<file path="config.mk">
export PLATFORM = sky130hd
export DESIGN_NAME = bcd_convert_sched_flat
export DESIGN_NICKNAME = d
export VERILOG_FILES = /design/src/rtl/bcd_convert_sched_pkg.sv /design/src/rtl/bcd_convert_sched_if.sv /design/src/rtl/bcd_convert_sched_digit_cell.sv /design/src/rtl/bcd_convert_sched.sv /design/src/flat_wrapper.sv
export SDC_FILE = /design/constraint.sdc
export NUM_CORES = 1
export LEC_CHECK = 0
export BUFFER_PORTS_ARGS = -buffer_cell sky130_fd_sc_hd__buf_4
export CORE_MARGIN = 4
export CORE_UTILIZATION = 39
export DETAILED_ROUTE_END_ITERATION = 10
export GPL_TIMING_DRIVEN = 0
export PLACE_DENSITY = 0.64
export SLEW_MARGIN = 15
export SYNTH_ARGS = -nofsm -noshare
export SYNTH_HDL_FRONTEND = slang
export SYNTH_SLANG_ARGS = --single-unit
</file>
<file path="constraint.sdc">
create_clock -name clk -period 1.5 [get_ports clk]
set_input_delay 0.3 -clock clk [delete_from_list [all_inputs] [get_ports clk]]
set_output_delay 0.3 -clock clk [all_outputs]
set_load 0.02 [all_outputs]
</file>
<file path="src/rtl/bcd_convert_sched_pkg.sv">
// Shared types and helpers for the time-shared binary-to-BCD converter.
package bcd_pkg;

  typedef enum logic [1:0] {IDLE, SHIFT, DONE} state_t;

  localparam int DIG_W = 4;

  typedef struct packed {
    logic hit;
    logic id;
  } grant_t;

  function automatic logic [DIG_W-1:0] add3_adj(input logic [DIG_W-1:0] digit);
    return (digit >= DIG_W'(5)) ? digit + DIG_W'(3) : digit;
  endfunction

endpackage

</file>
<file path="src/rtl/bcd_convert_sched_if.sv">
// Request/result bundle between the two requesters, the converter and the display side.
interface bcd_convert_sched_if #(
  parameter int BIN_W = 8,
  parameter int NDIG  = 3
);
  import bcd_pkg::*;

  logic                  req0_valid;
  logic [BIN_W-1:0]      req0_bin;
  logic                  req0_ready;
  logic                  req1_valid;
  logic [BIN_W-1:0]      req1_bin;
  logic                  req1_ready;
  logic                  res_valid;
  logic                  res_ready;
  logic [DIG_W*NDIG-1:0] res_bcd;
  logic                  res_id;
  logic                  busy;

  modport master (
    output req0_valid, req0_bin, req1_valid, req1_bin, res_ready,
    input  req0_ready, req1_ready, res_valid, res_bcd, res_id, busy
  );

  modport slave (
    input  req0_valid, req0_bin, req1_valid, req1_bin, res_ready,
    output req0_ready, req1_ready, res_valid, res_bcd, res_id, busy
  );

endinterface

</file>
<file path="src/rtl/bcd_convert_sched_digit_cell.sv">
// One BCD digit of the double-dabble chain: add-3 correction, then shift left by one.
module bcd_digit_cell
  import bcd_pkg::*;
(
  input  logic             clk,
  input  logic             rst_n,
  input  logic             clear,
  input  logic             shift_en,
  input  logic             din_lsb,
  output logic             dout_msb,
  output logic [DIG_W-1:0] digit
);

  logic [DIG_W-1:0] digit_q, digit_d, adj;

  always_comb begin
    adj     = add3_adj(digit_q);
    digit_d = digit_q;
    if (clear)         digit_d = '0;
    else if (shift_en) digit_d = {adj[DIG_W-2:0], din_lsb};
  end

  // Carry into the next digit comes from the corrected value, not the stored one.
  assign dout_msb = adj[DIG_W-1];
  assign digit    = digit_q;

  always_ff @(posedge clk or negedge rst_n) begin
    if (!rst_n) digit_q <= '0;
    else        digit_q <= digit_d;
  end

endmodule

</file>
<file path="src/rtl/bcd_convert_sched.sv">
// Round-robin shared serial double-dabble converter: two requesters, one result port.
module bcd_convert_sched
  import bcd_pkg::*;
#(
  parameter int BIN_W = 8,
  parameter int NDIG  = 3
) (
  input  logic                clk,
  input  logic                rst_n,
  bcd_convert_sched_if.slave  bus
);

  localparam int CNT_W = $clog2(BIN_W + 1);

  state_t                        state_q, state_d;
  logic [BIN_W-1:0]              sreg_q, sreg_d;
  logic [CNT_W-1:0]              cnt_q, cnt_d;
  logic                          res_id_q, res_id_d;
  logic                          last_q, last_d;
  logic                          clear, shift_en;
  grant_t                        gnt;
  logic [NDIG:0]                 chain;
  logic [NDIG-1:0][DIG_W-1:0]    dig;

  // Tie goes to whichever requester did not win last time.
  always_comb begin
    gnt.hit = bus.req0_valid | bus.req1_valid;
    gnt.id  = (bus.req0_valid & bus.req1_valid) ? ~last_q : bus.req1_valid;
  end

  assign bus.req0_ready = (state_q == IDLE) & bus.req0_valid & ~gnt.id;
  assign bus.req1_ready = (state_q == IDLE) & bus.req1_valid &  gnt.id;

  always_comb begin
    state_d  = state_q;
    sreg_d   = sreg_q;
    cnt_d    = cnt_q;
    res_id_d = res_id_q;
    last_d   = last_q;
    clear    = 1'b0;
    shift_en = 1'b0;
    case (state_q)
      IDLE: begin
        if (gnt.hit) begin
          sreg_d   = gnt.id ? bus.req1_bin : bus.req0_bin;
          cnt_d    = CNT_W'(BIN_W);
          res_id_d = gnt.id;
          last_d   = gnt.id;
          clear    = 1'b1;
          state_d  = SHIFT;
        end
      end
      SHIFT: begin
        shift_en = 1'b1;
        // Top digit's carry refills sreg; it is always 0 when NDIG is sized correctly.
        sreg_d   = {sreg_q[BIN_W-2:0], chain[NDIG]};
        cnt_d    = cnt_q - CNT_W'(1);
        if (cnt_q == CNT_W'(1)) state_d = DONE;
      end
      DONE: begin
        if (bus.res_ready) state_d = IDLE;
      end
      default: state_d = IDLE;
    endcase
  end

  assign chain[0] = sreg_q[BIN_W-1];

  for (genvar i = 0; i < NDIG; i++) begin : g_dig
    bcd_digit_cell u_cell (
      .clk      (clk),
      .rst_n    (rst_n),
      .clear    (clear),
      .shift_en (shift_en),
      .din_lsb  (chain[i]),
      .dout_msb (chain[i+1]),
      .digit    (dig[i])
    );
  end

  assign bus.res_valid = (state_q == DONE);
  assign bus.busy      = (state_q != IDLE);
  assign bus.res_id    = res_id_q;
  assign bus.res_bcd   = dig;

  always_ff @(posedge clk or negedge rst_n) begin
    if (!rst_n) begin
      state_q  <= IDLE;
      sreg_q   <= '0;
      cnt_q    <= '0;
      res_id_q <= 1'b0;
      last_q   <= 1'b1;
    end else begin
      state_q  <= state_d;
      sreg_q   <= sreg_d;
      cnt_q    <= cnt_d;
      res_id_q <= res_id_d;
      last_q   <= last_d;
    end
  end

endmodule

</file>
<file path="src/flat_wrapper.sv">
// flat-port wrapper written by rule: the top's interface ports become plain ports
module bcd_convert_sched_flat import bcd_pkg::*;
#(
  parameter int BIN_W = 8,
  parameter int NDIG  = 3
)
  (clk, rst_n, bus_req0_valid, bus_req0_bin, bus_req1_valid, bus_req1_bin, bus_res_ready, bus_req0_ready, bus_req1_ready, bus_res_valid, bus_res_bcd, bus_res_id, bus_busy);
  bcd_convert_sched_if #(.BIN_W(BIN_W), .NDIG(NDIG)) bus_i ();
  input  logic clk;
  input  logic rst_n;
  input wire logic [$bits(bus_i.req0_valid)-1:0] bus_req0_valid;
  input wire logic [$bits(bus_i.req0_bin)-1:0] bus_req0_bin;
  input wire logic [$bits(bus_i.req1_valid)-1:0] bus_req1_valid;
  input wire logic [$bits(bus_i.req1_bin)-1:0] bus_req1_bin;
  input wire logic [$bits(bus_i.res_ready)-1:0] bus_res_ready;
  output wire logic [$bits(bus_i.req0_ready)-1:0] bus_req0_ready;
  output wire logic [$bits(bus_i.req1_ready)-1:0] bus_req1_ready;
  output wire logic [$bits(bus_i.res_valid)-1:0] bus_res_valid;
  output wire logic [$bits(bus_i.res_bcd)-1:0] bus_res_bcd;
  output wire logic [$bits(bus_i.res_id)-1:0] bus_res_id;
  output wire logic [$bits(bus_i.busy)-1:0] bus_busy;
  assign bus_i.req0_valid = bus_req0_valid;
  assign bus_i.req0_bin = bus_req0_bin;
  assign bus_i.req1_valid = bus_req1_valid;
  assign bus_i.req1_bin = bus_req1_bin;
  assign bus_i.res_ready = bus_res_ready;
  assign bus_req0_ready = bus_i.req0_ready;
  assign bus_req1_ready = bus_i.req1_ready;
  assign bus_res_valid = bus_i.res_valid;
  assign bus_res_bcd = bus_i.res_bcd;
  assign bus_res_id = bus_i.res_id;
  assign bus_busy = bus_i.busy;
  bcd_convert_sched #(.BIN_W(BIN_W), .NDIG(NDIG)) u_core (.clk(clk), .rst_n(rst_n), .bus(bus_i));
endmodule
</file>
* Word-level counts from Yosys, hierarchy flattened
Cells that the tools add are included.
** Storage, ports and cells
- Memories kept :: 0
- ROM bits :: 0
- Bits in latches :: 0
- Register bits after elaboration :: 28
- Memory bits (writable) :: 0
** Cells by class
- Equal/unequal tests :: 6
- Bitwise logic cells :: 8
- Shift operators :: 0
- Divide/modulo/power cells :: 0
- Magnitude comparators :: 3
- Add/subtract/negate cells :: 4
- Mux-type cells :: 22
- Multiply operators :: 0
- Reductions and logical operators :: 7
** Operators by type and width (number)
- $mux W4 :: 10
- $mux W8 :: 2
- $pmux W8 S2 :: 1
- $add A4 B2 Y4 const B :: 3
- $ge A4 B3 Y1 const B :: 3
- $pmux W4 S2 :: 1
- $mux W2 :: 3
- $pmux W2 S3 :: 1
- $reduce_bool A2 Y1 :: 3
- $and A1 B1 Y1 :: 5
- $eq A4 B1 Y1 const B :: 1
- $mux W1 :: 4
- $ne A2 B1 Y1 const B :: 2
- $reduce_and A2 Y1 :: 2
- $sub A4 B1 Y4 const B :: 1
- $reduce_and A3 Y1 :: 1
- $eq A2 B1 Y1 const B :: 1
- $eq A2 B2 Y1 const B :: 1
- $logic_not A2 Y1 :: 1
- $ne A2 B2 Y1 const B :: 1
- $not A1 Y1 :: 2
- $or A1 B1 Y1 :: 1

* Logic depth before layout (Yosys ltp)
Gate-level depths: netlist of the first run.
- Depth after elaboration :: 5
- Mapped depth :: 6

* By module
From an unflattened synthesis of the first run, not the netlist that was laid out.
** Second synthesis, totals
- Cells, all modules :: 182
- Area total of the unflattened synthesis :: 1711.6 µm²
** By module, submodules not included
- bcd_convert_sched :: cells an instance 101, instances 1, area an instance 927.1 µm²
- bcd_digit_cell :: cells an instance 27, instances 3, area an instance 261.5 µm²

* Worst setup path before layout of the first run
OpenSTA, ideal clock, no wires.
- Path kind :: register -> register
- From :: register u_core.g_dig[1].u_cell.digit_q[1]
- To :: register u_core.g_dig[1].u_cell.digit_q[2]
- Arrival time :: 1.407 ns
- Period minus slack after synthesis :: 1.528 ns
- Cell stages (with the launch flop) :: 7
- Path slack :: -0.028 ns
- Library setup time :: 0.121 ns
- Required time :: 1.379 ns
- Path buffers :: 0
- Cell sequence :: dfrtp_1 -> inv_1 -> ha_1 -> nand2b_1 -> a21oi_1 -> mux2i_1 -> a22o_1
** Between the ends
- Longest elaborated chain between the ends :: 4
- Elaborated cells on any way between the ends :: 5
- Classes of those cells :: add/sub: 1; order compare: 1; mux: 3
** RTL lines
- from (decl) :: line bcd_convert_sched_digit_cell.sv:14 : logic [DIG_W-1:0] digit_q, digit_d, adj;
- from (signal assigned) :: line bcd_convert_sched_digit_cell.sv:29 : else digit_q <= digit_d;
- $add A4 B2 Y4 or $ge A4 B3 Y1 (tied branches) :: line bcd_convert_sched_pkg.sv:14 : return (digit >= DIG_W'(5)) ? digit + DIG_W'(3) : digit;
- $mux W4 (*) :: line bcd_convert_sched_pkg.sv:14
- $mux W4 (*) :: line bcd_convert_sched_digit_cell.sv:20 : else if (shift_en) digit_d = {adj[DIG_W-2:0], din_lsb};
- $mux W4 (*) :: line bcd_convert_sched_digit_cell.sv:19 : if (clear) digit_d = '0;
Every way passes the cells marked *; elsewhere a longest branch is shown, timed or not. The select of a mux whose other input is x is not followed.
A chain may end at the register's enable or synchronous reset.

* Final worst setup path of the first run
- From :: register u_core.last_q
- To :: output bus_req0_ready
** Between the ends
- Longest elaborated chain between the ends :: 4
** RTL lines
- from (decl) :: line bcd_convert_sched.sv:19 : logic last_q, last_d;
- from (signal assigned) :: line bcd_convert_sched.sv:98 : last_q <= last_d;
- $not A1 Y1 :: line bcd_convert_sched.sv:28 : gnt.id = (bus.req0_valid & bus.req1_valid) ? ~last_q : bus.req1_valid;
- $mux W1 :: line bcd_convert_sched.sv:28
- $not A1 Y1 :: line bcd_convert_sched.sv:31 : assign bus.req0_ready = (state_q == IDLE) & bus.req0_valid & ~gnt.id;
- $and A1 B1 Y1 :: line bcd_convert_sched.sv:31
- to (decl) :: line flat_wrapper.sv:16 : output wire logic [$bits(bus_i.req0_ready)-1:0] bus_req0_ready;
Every way passes these cells.

==> results of run 1 <==
[flip-flops by register name, summed over array words and instances, names as in the netlist]
| name | flops |
|---|---|
| u_core.cnt_q | 4 |
| u_core.g_dig.u_cell.digit | 12 |
| u_core.state_q | 2 |
| u_core.bus.res_id | 1 |
| u_core.last_q | 1 |
| u_core.sreg_q | 8 |
[cell usage in the layout (no fill, tap or decap), types with 2 or more instances in the layout]
cell type	synthesis	layout
a21oi_1	11	8
a21oi_2	0	2
a221o_1	7	7
a22o_1	4	4
buf_4	1	49
buf_6	2	5
clkbuf_8	0	3
dfrtp_1	27	25
dfrtp_2	0	2
ha_1	8	3
ha_2	0	3
ha_4	0	2
inv_1	10	4
inv_2	0	6
mux2i_1	4	4
nand2_1	26	26
nand2b_4	0	3
nand3_1	6	6
nor2_1	2	2
nor2b_1	3	2
nor3_1	3	3
o21ai_0	6	6
o21ai_1	8	6
o21ai_2	0	2
o31ai_1	2	2
xnor2_1	3	3
xor2_1	3	3
[per-stage QoR]
stage / utilization (%) / hold slack [ps] / power (mW)
final: 57.85 / 247.4 / 4.229
after global routing: 57.85 / 244.5 / 4.554
after CTS: 54.44 / 220.8 / 3.971
after detailed placement: 50.27 / 240.5 / 3.230
after global placement: 50.27 / 236.4 / 3.147
after floorplan: - / 4.409 / 2.613
[logic make-up after synthesis]
| group | after synthesis | share of synthesized area, % |
|---|---|---|
| xor+xnor | 6 | 3.460 |
| mux | 4 | 2.636 |
| compound gates | 45 | 20.10 |
| fa+ha+maj | 8 | 6.590 |
| buf+inv | 17 | 5.684 |
| flops | 28 | 46.21 |
| simple gates | 50 | 15.32 |
[critical path, cell delays in order (launching register included)]
cell	delay [ps]
dfstp_2	540
a21bo_1	140
and3_4	180
buf_6	110
[power groups by stage]
stage | clock, mW | combinational (mW) | sequential, mW
final | 0.599 | 2.26 | 1.37
after global routing | 0.655 | 2.48 | 1.41
after CTS | 0.616 | 2.00 | 1.35
after detailed placement | 0 | 1.86 | 1.37
after global placement | 0 | 1.80 | 1.35
after floorplan | 0 | 1.16 | 1.46
[worst max path at each step]
stage | start | endpoint | slack, ps | cells after the start
after global routing | u_core.state_q[1] | bus_req1_ready | -90 | 4
after CTS | u_core.last_q | bus_req0_ready | -110 | 4
after global placement | bus_req0_valid | u_core.sreg_q[7] | 70 | 5
after detailed placement | u_core.g_dig[2].u_cell.digit[0] | u_core.g_dig[2].u_cell.digit[2] | -6 | 6
final | u_core.last_q | bus_req0_ready | -50 | 3
after floorplan | u_core.g_dig[1].u_cell.digit[1] | u_core.g_dig[1].u_cell.digit[2] | 40 | 6
[layer usage]
metal | global-route usage [%] | up-vias | share of wire [%]
met3 | 3.597 | 8 | 2.9
met4 | 4.043 | 0 | 1.6
met1 | 18.79 | 667 | 43
met2 | 27.55 | 20 | 53
met5 | 0 | - | 0
li1 | - | 662 | -
[layout make-up]
cell class	instances	area share (%)
Buffer	6	2.386
Clock buffer	3	1.921
Clock inverter	1	1.397
Inverter	10	1.746
Multi-Input combinational cell	113	38.71
Sequential cell	28	32.77
Tap cell	48	2.794
Timing Repair Buffer	51	18.28
[repair_timing]
action | in CTS | in global routing
cloned | 0 | 0
hold endpoints to repair | 27 | 0
buffers inserted | 7 | 6
resized for setup | 6 | 27
endpoints found under the setup margin | 5 | 16
hold buffers | 1 | 0
pin swaps | 5 | 8
==> metrics.txt, run 1 <==
# port buffers 37; share of layout cells above drive strength 1 41.04%; Placement Rows 22; Via Count about 1.4k; via-per-instance ratio about 5.2; WL/cell about 14 um; Worst-Margin Slew 355.5 ps; pin count of the biggest net entering global routing 29; RR Endpoint u_core.sreg_q[7]; core area 3716 um2; register area share after synthesis 46.21%; multi-input logic area between 800 and 900 um2; vias in the first global route 1354; Clock transition at path regs 90 ps; GP Congestion around 0.83; sw frac 39.94%; maximum clock insertion buffer count 2; worst vdd rail ir drop 1.111 mV; Int Power 2.540 mW; LEAKAGE 1.027 nW; Sw Pwr 1.689 mW; final slew viol count 0; critical path peak fanout 3; Mapped Area 1519 um2; Crit path required time 1200 ps; Final Critical Period 1546 ps; fin area 2150 um2; CTS tree built; GR Overflow Total 0; nets around 240; Die X around 70 um; CP Data Arrival Time around 1300 ps; maxcap violations 0; post-synth top area share between 40 and 50%; P per Cell Area 1968 nW/um2; Max Freq 0.6468 GHz; combinational power share 53.4%; status finished with violations; initial antenna violation count 0; number of synthesized flops with an enable pin 0; Clock Sinks 28; Setup TNS Final -58.18 ps; Finished Layout Cells 260; Fin. Hold Viols 0; Root Buffer clkbuf_8; Yosys top cell by area dfrtp_1; DP HPWL 2653 um; Worst Hold Class in -> reg; Post-synth ARST share 100.0%; Clk Latency, worst-skew pair 280 ps; Die Y 70.41 um; final antenna diode count 0; final worst slack -46.04 ps; IO Pins 38; flops & latches, synth 28; syn_area_per_cell just under 10 um2; Setup Viol. Count Final 2; Post-DRT Antenna Nets 0; share of power burned in registers 32.4%; top cells by count, synth dfrtp_1, nand2_1, a21oi_1; fillcell total 335; post-synth net total roughly 190; Placed Cells around 240; Total Die Area around 5000 um2; synthesis-to-finish area growth 41.52%; top post-synthesis cells by area dfrtp_1, ha_1, nand2_1; final period utilization 103.1%; first-pass GRT wire length 6237 um; Post-Place Setup Slack -5.851 ps; Iter 0 DRT Violations 67; Seq. cell area 704.4 um2; crit path launch type register; Clock Power Share between 10% and 20%; most common cell in the netlist dfrtp_1; placed cell areas 1868 um2; Clock Skews 7.285 ps; worst min-delay path startpoint bus_req0_valid; Main synth FF type dfrtp_1; hold path depth 2; synth warn 0; Num CTS Buffers 3; drt total wl between 3000 and 4000 um; Global Route Usage Sum 15.56%; R2R setup slack approximately 40 ps; Critical Path Sink Type output pin; drt first pass iters 4; cell count after synthesis 158; Crit Path Category reg -> out; FF-to-FF path depth 5; DRC Markers 0; failing checks setup timing; H-tree depth 1; hold endpoint u_core.last_q; Distinct cells, synth 35; Initial Util approximately two fifths; max_slew headroom 76.30%; RR Startpoint u_core.state_q[0]; RSZ-0062 raised after global routing true
Note: power is estimated with default switching activity, not from simulation.
==> run 2, diff against run 1 <==
--- a/config.mk
+++ b/config.mk
@@ -6,11 +6,11 @@
 export NUM_CORES = 1
 export LEC_CHECK = 0
 export BUFFER_PORTS_ARGS = -buffer_cell sky130_fd_sc_hd__buf_4
-export CORE_MARGIN = 4
+export CORE_MARGIN = 5
 export CORE_UTILIZATION = 39
 export DETAILED_ROUTE_END_ITERATION = 10
 export GPL_TIMING_DRIVEN = 0
-export PLACE_DENSITY = 0.64
+export PLACE_DENSITY = 0.62
 export SLEW_MARGIN = 15
 export SYNTH_ARGS = -nofsm -noshare
 export SYNTH_HDL_FRONTEND = slang
==> constraint.sdc (replaced) <==
create_clock -name clk -period 1.8 [get_ports clk]
set_input_delay 0.36 -clock clk [delete_from_list [all_inputs] [get_ports clk]]
set_output_delay 0.36 -clock clk [all_outputs]
set_load 0.02 [all_outputs]
==> run 2 against run 1 <==
Effect of this change:
- the run now ends clean
- cell area fell by 9.1%
- worst setup slack better by 120 ps
- global-route usage fell by 2.0 points
- die area rose by 5.8%
- wire length shrank 9.9%
- combinational power decreased by 32%
- clock power shrank 17%
- sequential cell count unchanged
- sequential power shrank 18%
- critical path type unchanged
==> metrics.txt, run 2 (synthesized netlist as in run 1, its figures left out) <==
status finished clean; Clock Skews 9.490 ps (+2.205 ps); Num CTS Buffers 3 (unchanged); CP Cell Sequence a21bo_1, buf_4, and3_1, buf_4; Critical Path Sink Type output pin; maxcap violations 0 (unchanged); first-pass GRT wire length 5706 um (-8.5%); LEAKAGE 0.9635 nW (-6.2%); Iter 0 DRT Violations 57 (-15%); Clock transition at path regs 90 ps (about the same); synthesis-to-finish area growth 28.58%; max_slew headroom 66.44% (-9.9 points); # port buffers 37 (unchanged); max reg flops 12 (unchanged); WL/cell 13.43 um (-5.9%); delay-heaviest family, CP flip-flops; vias in the first global route 1271 (-6.1%); Clk Latency, worst-skew pair 280 ps (about the same); crit path launch type register; H-tree depth 1 (unchanged); Die Y 72.41 um (+2.8%); GR Overflow Total 0 (unchanged); worst vdd rail ir drop 0.6948 mV (-37%); Clock Sinks 28 (unchanged); crit path max-delay cell type dfstp_2; Final Critical Period 1724 ps; final period utilization 95.76%; Finished Layout Cells 249 (-4.2%); DRC Markers 0 (unchanged); drt total wl 3345 um (-9.9%); commonest non-fill, non-tap cell in the layout buf_4; Initial Util 40.88% (unchanged); nets 231 (-4.5%); CP Data Arrival Time 1360 ps (+110 ps); Root Buffer clkbuf_8; Crit Path Category reg -> out; via-per-instance ratio 5.084 (-2.6%); Setup TNS Final 0 ps (+58.18 ps); drt first pass iters 4 (unchanged); Total Die Area 5243 um2 (+5.8%); P per Cell Area 1613 nW/um2 (-18%); Worst-Margin Slew 503.4 ps (+147.8 ps); Post-DRT Antenna Nets 0 (unchanged); Worst Hold Class in -> reg; share of layout cells above drive strength 1 25.37% (-16 points); CTS tree built; GP Congestion 0.7887 (-5.3%); Global Route Usage Sum 13.58% (-2.0 points); most frequent cells in the layout buf_4, dfrtp_1, nand2_1; core area 3716 um2 (unchanged); critical path peak fanout 10 (+7); pin count of the biggest net entering global routing 29 (unchanged); Placed Cells 243 (unchanged); initial antenna violation count 0 (unchanged); Setup Viol. Count Final 0 (-2); Most Frequent Cell on Critical Path buf_4; IO Pins 38 (unchanged); Max Freq 0.5801 GHz; Crit path required time 1440 ps (+240 ps); DP HPWL 2543 um (-4.2%); maximum clock insertion buffer count 2 (unchanged); slowest stage delay, CP 550 ps (about the same); buffers and inverters on the worst path 2 (+1); Die X 72.41 um (+2.8%); final slew viol count 0 (unchanged); Fin. Hold Viols 0 (unchanged); Overall Power 3.151 mW (-25%); final antenna diode count 0 (unchanged); Via Count 1266 (-6.7%); Placement Rows 22 (unchanged)
-- run 2: cell count changes in the layout (fill, tap and decap cells not counted), sizes merged --
cell,change
buf,-11
-- run 2: final cells by class --
type,count,area [um2]
clock buffer,3,41.29
inverter,10,37.54
timing repair buffer,39,295.3
multi-input combinational,113,735.7
tap,48,60.06
sequential,28,701.9
clock inverter,1,30.03
buffer,7,51.30
fill,352,1763
-- run 2: per-layer routing --
| layer | vias up | share of wire, % | global-route usage [%] | routed length (um) |
|---|---|---|---|---|
| met5 | - | 0 | 0 | 0 |
| met4 | 0 | 1.6 | 4.098 | 55 |
| met3 | 8 | 3.3 | 3.601 | 109 |
| met2 | 16 | 52 | 22.24 | 1724 |
| met1 | 602 | 44 | 17.58 | 1456 |
| li1 | 640 | - | - | - |
-- run 2: final timing paths --
| kind | startpoint | endpoint | slack (ps) | cells past startpoint |
|---|---|---|---|---|
| worst max-delay path | u_core.last_q | bus_req0_ready | 80 | 4 |
| worst min-delay path | bus_req0_valid | u_core.last_q | 290 | 2 |
| worst max register to register | u_core.g_dig[0].u_cell.digit[0] | u_core.g_dig[0].u_cell.digit[2] | 230 | 6 |
| worst min register to register | u_core.bus.res_id | u_core.bus.res_id | 480 | 1 |
| max in group asynchronous | rst_n | u_core.last_q | 960 | 2 |
| min in group asynchronous | rst_n | u_core.sreg_q[7] | 530 | 2 |
-- run 2: timing repair --
action / 4_1_cts / 5_1_grt
setup buffers: 0 / 1
setup endpoints to repair: 1 / 2
resized for setup: 1 / 1
hold buffers: 1 / 0
hold endpoints to repair: 27 / 0
-- run 2: report_power, final --
part / switching, mW / total [mW] / internal (mW)
logic: 0.831 / 1.53 / 0.702
clock network: 0.199 / 0.497 / 0.298
registers: 0.233 / 1.12 / 0.888
-- run 2: stage by stage --
step	util (%)	setup slack (ps)	cell area (um2)	hold WS, ps
2_1_floorplan	-	271.9	1519	64.41
3_3_place_gp	49.97	287.2	1857	292.7
3_5_place_dp	49.97	270.1	1857	298.9
4_1_cts	52.22	37.84	1941	282.9
5_1_grt	52.56	-0.03320	1953	296.3
6_report	52.56	76.27	1953	290.3
==> run 3, diff against run 2 <==
--- a/config.mk
+++ b/config.mk
@@ -11,6 +11,7 @@
 export DETAILED_ROUTE_END_ITERATION = 10
 export GPL_TIMING_DRIVEN = 0
 export PLACE_DENSITY = 0.62
+export REMOVE_ABC_BUFFERS = 1
 export SLEW_MARGIN = 15
 export SYNTH_ARGS = -nofsm -noshare
 export SYNTH_HDL_FRONTEND = slang
==> run 3 against run 2 <==
Effect of this change:
- worst setup slack gained 19 ps
- sequential share of layout area grew 0.94 points
- fmax grew 1.1%
- non-clock buffer count shrank 8
- clock power shrank 1%
- worst hold slack gained 4.5 ps
- first-iteration DRC count grew 8.8%
- sequential cell count is the same
- global-route usage grew 0.45 points
- cell area shrank 2.6%
- clock skew shrank 1.3 ps
- count of clock-buffer cells in the layout is the same
- critical path type unchanged
==> metrics.txt, run 3 (synthesized netlist as in run 1, its figures left out) <==
max_slew headroom 33.77% (-33 points); Post-CTS Repair Setup Buffers 0 (unchanged); fin area 1903 um2 (-2.6%); Setup Viol. Count Final 0 (unchanged); share of layout cells above drive strength 1 23.83% (-1.5 points); max reg flops 12 (unchanged); initial antenna violation count 0 (unchanged); Num CTS Buffers 3 (unchanged); WL/cell 14.19 um (+5.6%); DRC Markers 0 (unchanged); LEAKAGE 0.9312 nW (-3.4%); CP Data Arrival Time 1340 ps (-20 ps); Clock Power Share 16.0% (+0.2 points); share of power burned in registers 36.9% (+1.3 points); pin count of the biggest net entering global routing 29 (unchanged); Clk Latency, worst-skew pair 270 ps (about the same); IO Pins 38 (unchanged); Int Power 1.821 mW (-3.5%); GR Overflow Total 0 (unchanged); combinational power share 47.1% (-1.5 points); worst vdd rail ir drop 0.6434 mV (-7.4%); status finished clean; Sw Pwr 1.255 mW (-0.66%); Clock Skews 8.203 ps (-1.287 ps); Worst-Margin Slew 986.8 ps (+483.4 ps); Die X 72.41 um (unchanged); core area 3716 um2 (unchanged); GP Congestion 0.7888 (about the same); # port buffers 37 (unchanged); synthesis-to-finish area growth 25.29%; nets 223 (-3.5%); critical path peak fanout 10 (unchanged); Global Route Usage Sum 14.03% (+0.45 points); Crit path required time 1440 ps (about the same); Total Die Area 5243 um2 (unchanged); CTS tree built; RSZ-0062 raised after global routing false; Root Buffer clkbuf_8; Placement Rows 22 (unchanged); via-per-instance ratio 5.266 (+3.6%); maximum clock insertion buffer count 2 (unchanged); crit path launch type register; P per Cell Area 1616 nW/um2 (+0.19%); Initial Util 40.88% (unchanged); Worst Hold Class in -> reg; Overall Power 3.076 mW (-2.4%); Clock transition at path regs 90 ps (about the same); Max Freq 0.5865 GHz (+1.1%); H-tree depth 1 (unchanged); drt total wl 3419 um (+2.2%); post-layout util 51.21% (-1.3 points); final antenna diode count 0 (unchanged); vias in the first global route 1306 (+2.8%); Iter 0 DRT Violations 62 (+8.8%); Via Count 1269 (+0.24%); Post-DRT Antenna Nets 0 (unchanged); Crit Path Category reg -> out; placed cell areas 1808 um2 (-2.6%); commonest non-fill, non-tap cell in the layout buf_4; Die Y 72.41 um (unchanged); Clock Sinks 28 (unchanged); Critical Path Sink Type output pin; maxcap violations 0 (unchanged); first-pass GRT wire length 5961 um (+4.5%); Final Critical Period 1705 ps (-18.83 ps); final period utilization 94.72% (-1.0 points); Fin. Hold Viols 0 (unchanged); sw frac 40.79% (+0.71 points); DP HPWL 2456 um (-3.4%); drt first pass iters 5 (+1); most frequent cells in the layout buf_4, dfrtp_1, nand2_1; final slew viol count 0 (unchanged)
## run 3: cell types whose count changed in the layout (fill, tap and decap cells not counted)
cell and change:
buf_4 -3, a21bo_4 +1, buf_6 -2, a21bo_1 -1, clkbuf_1 -1, nor2b_1 -1
nor2b_2 +1, buf_2 -2
## run 3: metal layers
layer	track usage, %	routed length [um]	up-vias
li1	-	-	623
met1	16.31	1408	624
met2	26.19	1850	20
met3	3.463	141	2
met4	2.459	19	0
met5	0	0	-
## run 3: stage by stage
step / setup TNS [ps] / hold slack, ps / instances / setup slack [ps]
global placement: -21.43 / 297.4 / 236 / -21.43
floorplan: 0 / 64.41 / 151 / 271.9
CTS: 0 / 275.7 / 241 / 29.69
finish: 0 / 294.8 / 241 / 95.10
detailed placement: -138.1 / 300.4 / 236 / -70.96
global route: 0 / 286.3 / 241 / 10.01
## run 3: area by class of cell
type,instances,area [um2]
multi-input cells,113,744.5
clock buffers,3,41.29
well taps,48,60.06
inverters,10,37.54
fillers,362,1813
clock inverters,1,30.03
repair buffers,38,287.8
flip-flops and latches,28,701.9
## run 3: power groups by stage
stage | registers [mW] | logic (mW) | clock network, mW
global route | 1.18 | 1.63 | 0.527
finish | 1.13 | 1.45 | 0.492
detailed placement | 1.14 | 1.45 | 0
floorplan | 1.21 | 0.872 | 0
CTS | 1.12 | 1.46 | 0.506
global placement | 1.12 | 1.40 | 0
## run 3: path summary, 6_finish.rpt
kind	startpoint	end	slack (ps)	depth (start not counted)
setup / recovery	u_core.last_q	bus_req0_ready	100	3
min in group asynchronous	rst_n	u_core.sreg_q[4]	530	2
max in group asynchronous	rst_n	u_core.last_q	960	2
setup reg to reg	u_core.state_q[1]	u_core.cnt_q[3]	210	3
hold / removal	bus_req0_valid	u_core.last_q	290	2
hold reg to reg	u_core.bus.res_id	u_core.bus.res_id	490	1
## run 3: timing repair
action / in CTS / in global routing
hold buffers: 1 / 0
hold endpoints to repair: 24 / 0
gates resized for setup: 2 / 2
endpoints found under the setup margin: 3 / 2
## run 3: critical path, stage by stage (launching register included)
cell     delay (ps)
dfstp_2         580
a21bo_4         200
and3_1          160
buf_4           130
